[src/rtl/rs232in.sv]
// rs232in: asynchronous serial receiver, 8N1, LSB first, line idle high.
// Samples the line at mid-bit and hands bytes to a one-entry holding register.
//
// Ports:
//   clock          - sole clock, rising edge
//   reset          - synchronous, active-high
//   serial_in      - asynchronous RS-232 line (idle high)
//   received_data  - byte in the holding register
//   data_valid     - holding register full
//   data_ready     - consumer accepts the byte (pop on data_valid & data_ready)
//   framing_error  - one-cycle pulse: stop bit sampled low
//   overrun        - one-cycle pulse: good byte dropped, holding register full
module rs232in #(
  parameter int unsigned bps       = 0,
  parameter int unsigned frequency = 0,
  // Divisor guarded so an un-overridden instance still elaborates.
  parameter int unsigned period    = (frequency + bps / 2) / ((bps == 0) ? 1 : bps),
  parameter int unsigned CNT_W     = 16
) (
  input  logic       clock,
  input  logic       reset,
  input  logic       serial_in,
  input  logic       data_ready,
  output logic [7:0] received_data,
  output logic       data_valid,
  output logic       framing_error,
  output logic       overrun
);

  localparam logic [CNT_W-1:0] HALF_LOAD = CNT_W'(period / 2 - 1);
  localparam logic [CNT_W-1:0] FULL_LOAD = CNT_W'(period - 1);

  localparam logic [2:0] S_IDLE  = 3'd0;
  localparam logic [2:0] S_START = 3'd1;
  localparam logic [2:0] S_DATA  = 3'd2;
  localparam logic [2:0] S_STOP  = 3'd3;
  localparam logic [2:0] S_BREAK = 3'd4;

  logic             sync1_q, rx_q;
  logic [2:0]       state_q, state_d;
  logic [CNT_W-1:0] timer_q, timer_d;
  logic [2:0]       bit_idx_q, bit_idx_d;
  logic [7:0]       shift_q, shift_d;
  logic [7:0]       data_q, data_d;
  logic             valid_q, valid_d;
  logic             fe_q, fe_d;
  logic             ov_q, ov_d;
  logic             pop;
  logic             tick;

  assign pop  = valid_q & data_ready;
  assign tick = (timer_q == '0);

  // Next-state, bit timing and holding-register update
  always_comb begin
    state_d   = state_q;
    timer_d   = timer_q;
    bit_idx_d = bit_idx_q;
    shift_d   = shift_q;
    data_d    = data_q;
    valid_d   = valid_q & ~pop;
    fe_d      = 1'b0;
    ov_d      = 1'b0;

    case (state_q)
      S_IDLE: begin
        if (!rx_q) begin
          timer_d = HALF_LOAD;
          state_d = S_START;
        end
      end

      S_START: begin
        if (!tick) begin
          timer_d = timer_q - CNT_W'(1);
        end else if (rx_q) begin
          state_d = S_IDLE;  // false start: glitch shorter than half a bit
        end else begin
          bit_idx_d = 3'd0;
          timer_d   = FULL_LOAD;
          state_d   = S_DATA;
        end
      end

      S_DATA: begin
        if (!tick) begin
          timer_d = timer_q - CNT_W'(1);
        end else begin
          // Right shift so the first (LSB) bit lands in bit 0 after eight samples
          shift_d   = {rx_q, shift_q[7:1]};
          timer_d   = FULL_LOAD;
          bit_idx_d = bit_idx_q + 3'd1;
          if (bit_idx_q == 3'd7) begin
            state_d = S_STOP;
          end
        end
      end

      S_STOP: begin
        if (!tick) begin
          timer_d = timer_q - CNT_W'(1);
        end else if (rx_q) begin
          state_d = S_IDLE;
          // A same-cycle pop frees the slot, so delivery wins over overrun
          if (!valid_q || pop) begin
            data_d  = shift_q;
            valid_d = 1'b1;
          end else begin
            ov_d = 1'b1;
          end
        end else begin
          fe_d    = 1'b1;
          state_d = S_BREAK;
        end
      end

      S_BREAK: begin
        // Stay here while the line is low so a held break yields one error only
        if (rx_q) begin
          state_d = S_IDLE;
        end
      end

      default: state_d = S_IDLE;
    endcase
  end

  // State and output registers, two-flop line synchronizer
  always_ff @(posedge clock) begin
    if (reset) begin
      sync1_q   <= 1'b1;
      rx_q      <= 1'b1;
      state_q   <= S_IDLE;
      timer_q   <= '0;
      bit_idx_q <= 3'd0;
      shift_q   <= 8'd0;
      data_q    <= 8'd0;
      valid_q   <= 1'b0;
      fe_q      <= 1'b0;
      ov_q      <= 1'b0;
    end else begin
      sync1_q   <= serial_in;
      rx_q      <= sync1_q;
      state_q   <= state_d;
      timer_q   <= timer_d;
      bit_idx_q <= bit_idx_d;
      shift_q   <= shift_d;
      data_q    <= data_d;
      valid_q   <= valid_d;
      fe_q      <= fe_d;
      ov_q      <= ov_d;
    end
  end

  assign received_data = data_q;
  assign data_valid    = valid_q;
  assign framing_error = fe_q;
  assign overrun       = ov_q;

endmodule
[config.mk]
export PLATFORM = sky130hd
export DESIGN_NAME = rs232in
export DESIGN_NICKNAME = d
export VERILOG_FILES = /design/src/rtl/rs232in.sv
export SDC_FILE = /design/constraint.sdc
export NUM_CORES = 1
export LEC_CHECK = 0
export BUFFER_PORTS_ARGS = -buffer_cell sky130_fd_sc_hd__buf_2
export CAP_MARGIN = 0
export CORE_MARGIN = 2
export CORE_UTILIZATION = 59
export CTS_CLUSTER_DIAMETER = 100
export DETAILED_ROUTE_END_ITERATION = 8
export GPL_TIMING_DRIVEN = 0
export PLACE_DENSITY_LB_ADDON = 0.3
export SLEW_MARGIN = 20
export SYNTH_ARGS = -nofsm -noshare
export SYNTH_HDL_FRONTEND = slang
export SYNTH_SLANG_ARGS = --single-unit
[constraint.sdc]
create_clock -name clock -period 2.7 [get_ports clock]
set_input_delay 0.405 -clock clock [delete_from_list [all_inputs] [get_ports clock]]
set_output_delay 0.405 -clock clock [all_outputs]
set_load 0.02 [all_outputs]
==> impl_metrics.json <==
{
  "firstDrtPassIters": 4,
  "syn_avg_cell_area_um2": 8.35,
  "antenna-diode-count": 0,
  "worst_hold_path.endpoint": "sync1_q",
  "reg2reg_to": "timer_q[12]",
  "status": "complete, no violations",
  "maximum_number_of_pins_on_one_net_before_global_route_repair": 16,
  "grt_pass1_wl_um": 8320,
  "grt_usage_pct": 25.0,
  "worst_pin_slew_ns": 0.562,
  "final.setup_skew_ns": 0.0101,
  "fillerInstances": 307,
  "routed-via-count": 2026,
  "timing.rr.start": "timer_q[0]",
  "timing.max_slew.rel_slack_pct": 62.5,
  "portBuffers": 13,
  "die_width_um": 65.1,
  "post_drt_via_cell_ratio": 6.08,
  "p_leak_nw": 0.888,
  "worstPathRequired_ns": 2.90,
  "timing.reg2reg.worst_path_depth": 9,
  "fp.dieArea_um2": 4240,
  "post_drt_wl_per_cell_um": 15.1,
  "power_density_nw_per_um2": 604,
  "post_synth_edffs": 0,
  "synth.top_cells.by_count": "sky130_fd_sc_hd__dfxtp_1, sky130_fd_sc_hd__nor2_1, sky130_fd_sc_hd__nand2_1, sky130_fd_sc_hd__a21oi_1, sky130_fd_sc_hd__o21ai_0",
  "core-area_um2": 3630,
  "postSynth.topFlopCell": "sky130_fd_sc_hd__dfxtp_1",
  "hold_path_depth": 2,
  "synth.top_cell.area_share_pct": 39.0,
  "fin_nets": 292,
  "synth_async_sr_flop_share_pct": 0,
  "timing.hold.worst.start": "serial_in",
  "number_of_resized_instances_in_the_post_cts_repair_step": 0,
  "period_minus_slack_ns": 2.31,
  "area_delta_synth_final_pct": 11.0,
  "critical_path_arrival_ns": 2.50,
  "post_synth_main_area_contributors": "sky130_fd_sc_hd__dfxtp_1, sky130_fd_sc_hd__a21oi_1, sky130_fd_sc_hd__nor2_1, sky130_fd_sc_hd__nand2_1, sky130_fd_sc_hd__mux2i_1",
  "wl_met2_um": 2350,
  "timing_worst_setup_path_type": "register to register",
  "ff2ff_setup_slack_ns": 0.39,
  "topRoutingLayerUsed": "met4",
  "gr-total-overflow": 0,
  "route.antenna.remaining_nets": 0,
  "place_congestion": 0.909,
  "finalSetupTns_ns": 0,
  "detailroute.wirelength.met3_um": 275,
  "netlist_instances": 264,
  "timing_hold_violations_final": 0,
  "path_max_fanout": 10,
  "drive_above_1_share_pct": 14.4,
  "cap_violations": 0,
  "ys_warn_count": 0,
  "cp-start-kind": "register",
  "synth_sequential_area_ratio_pct": 39.0,
  "cts.reportedPaths.clkPinSlew_ns": 0.08,
  "hold_path.class": "input pin to register",
  "clock_sink_count": 43,
  "cts-hold-fix-buffers": 0,
  "timing.fmax_mhz": 434,
  "synth.largest_area_cell": "sky130_fd_sc_hd__dfxtp_1",
  "grt_setup_unrepaired": "no",
  "floorplan.initialDensity_pct": 60.7,
  "drc_errors": 0,
  "io_pins": 15,
  "dpl.hpwl_um": 3560,
  "tritoncts": "done",
  "numCtsBuffers": 5,
  "fin_crit_sh_pct": 85.4,
  "clock_tree.root_cell": "sky130_fd_sc_hd__clkbuf_8",
  "synth_nets": 272,
  "number_of_register_bits_inferred_by_synthesis": 43,
  "cts_buffer_depth": 2,
  "final_max_slew_viol_count": 0,
  "post_cts.repair.setup_buffers": 0,
  "ys_types": 53,
  "mappedNetlistArea_um2": 2200,
  "cp_endpoint_kind": "register",
  "total_power_mw": 1.48,
  "clock_insertion_delay_worst_skew_ns": 0.31,
  "rows": 22,
  "routed_wl_um": 5020,
  "dieHeight_um": 65.1,
  "grt_antenna_before_repair": 0,
  "cell_with_the_most_instances_after_synthesis": "sky130_fd_sc_hd__dfxtp_1",
  "first_global_vias": 1852,
  "setup_viol_count_final": 0,
  "cts_max_level": 2,
  "dr.first_iter.drc_count": 261,
  "wl_met1_um": 2310,
  "ir_drop_worst_case_vdd_uv": 419
}
==> stage by stage <==
| stage | setup WS, ns | hold WS, ns | instance area, um^2 | util, % | std cells |
|---|---|---|---|---|---|
| finish | 0.394 | 0.290 | 2450 | 67.3 | 333 |
| global route | 0.277 | 0.291 | 2450 | 67.3 | 333 |
| CTS | 0.413 | 0.291 | 2450 | 67.3 | 333 |
| detailed placement | 0.432 | 0.396 | 2330 | 64.1 | 325 |
| global placement | 0.462 | 0.394 | 2330 | 64.1 | 325 |
| floorplan | 0.776 | 0.389 | 2200 | - | 264 |
==> state kept, by name, summed over array words and instances, names as in the netlist <==
name / count
bit_idx_q: 3
data_valid: 1
framing_error: 1
overrun: 1
received_data: 8
rx_q: 1
shift_q: 8
state_q: 3
sync1_q: 1
timer_q: 16
==> worst max-delay path by stage <==
stage,from,end,cells past startpoint
after global placement,timer_q[0],timer_q[12],9
after detailed placement,timer_q[0],timer_q[12],9
final,timer_q[0],timer_q[12],9
after global routing,timer_q[0],timer_q[12],9
after floorplan,timer_q[0],timer_q[12],9
after CTS,timer_q[0],timer_q[12],9
==> per-layer routing <==
layer / GRT usage [%] / vias to the layer above
li1: - / 1000
met1: 32.4 / 945
met2: 41.6 / 67
met3: 5.31 / 14
met4: 8.33 / 0
met5: 0 / -
==> cell families (layout without fill, tap and decap cells) <==
| logic type | Yosys count | count (layout) | synth area share, % |
|---|---|---|---|
| xor+xnor | 2 | 2 | 0.795 |
| flops | 43 | 43 | 39.0 |
| compound gates | 72 | 72 | 21.3 |
| buf+inv | 21 | 42 | 6.13 |
| mux | 8 | 8 | 3.63 |
| fa+ha+maj | 4 | 4 | 2.27 |
| simple gates | 114 | 114 | 26.8 |
==> power by group <==
group	switching, mW	internal (mW)	total, mW	leakage [nW]
Sequential	0.0417	0.661	0.703	0.350
Clock	0.240	0.280	0.520	0.0587
Combinational	0.145	0.108	0.254	0.479
Total	0.427	1.05	1.48	0.888
==> worst max-delay path, cell delays in order (launching register included) <==
cell and delay, ns:
sky130_fd_sc_hd__dfxtp_1 0.41, sky130_fd_sc_hd__inv_1 0.12, sky130_fd_sc_hd__ha_1 0.23, sky130_fd_sc_hd__nor4b_2 0.16, sky130_fd_sc_hd__and4_1 0.20, sky130_fd_sc_hd__buf_6 0.14, sky130_fd_sc_hd__buf_12 0.13, sky130_fd_sc_hd__nor2_1 0.35
sky130_fd_sc_hd__nand3_1 0.17, sky130_fd_sc_hd__a32o_1 0.29
==> cell usage in the layout, fill, tap and decap left out, types with 2 or more instances in the layout <==
master | netlist | final
sky130_fd_sc_hd__dfxtp_1 | 43 | 43
sky130_fd_sc_hd__nor2_1 | 30 | 30
sky130_fd_sc_hd__nand2_1 | 29 | 29
sky130_fd_sc_hd__a21oi_1 | 25 | 25
sky130_fd_sc_hd__buf_2 | 2 | 15
sky130_fd_sc_hd__o21ai_0 | 14 | 14
sky130_fd_sc_hd__nor3_1 | 9 | 9
sky130_fd_sc_hd__nand4_1 | 8 | 8
sky130_fd_sc_hd__mux2i_1 | 8 | 8
sky130_fd_sc_hd__inv_1 | 6 | 6
sky130_fd_sc_hd__clkbuf_1 | 6 | 6
sky130_fd_sc_hd__and2_1 | 6 | 6
sky130_fd_sc_hd__a31oi_1 | 6 | 6
sky130_fd_sc_hd__a211oi_1 | 6 | 6
sky130_fd_sc_hd__nand3_1 | 6 | 6
sky130_fd_sc_hd__nand2b_1 | 5 | 5
sky130_fd_sc_hd__or3_1 | 5 | 5
sky130_fd_sc_hd__clkbuf_8 | 0 | 5
sky130_fd_sc_hd__buf_6 | 4 | 4
sky130_fd_sc_hd__ha_1 | 4 | 4
sky130_fd_sc_hd__or2_2 | 3 | 3
sky130_fd_sc_hd__nor4_1 | 2 | 2
sky130_fd_sc_hd__o211ai_1 | 2 | 2
sky130_fd_sc_hd__and3_1 | 2 | 2
sky130_fd_sc_hd__buf_4 | 2 | 2
sky130_fd_sc_hd__a22oi_1 | 2 | 2
sky130_fd_sc_hd__o31a_1 | 2 | 2
==> area by class of cell <==
| type | count | area (um^2) | area share [%] |
|---|---|---|---|
| plain buffers | 15 | 113 | 4.60 |
| clock buffers | 5 | 68.8 | 2.81 |
| clock inverters | 3 | 47.5 | 1.94 |
| inverters | 6 | 22.5 | 0.921 |
| multi-input cells | 200 | 1210 | 49.4 |
| flip-flops and latches | 43 | 861 | 35.2 |
| well taps | 48 | 60.1 | 2.46 |
| repair buffers | 13 | 65.1 | 2.66 |
(Power assumes the default switching activity.)
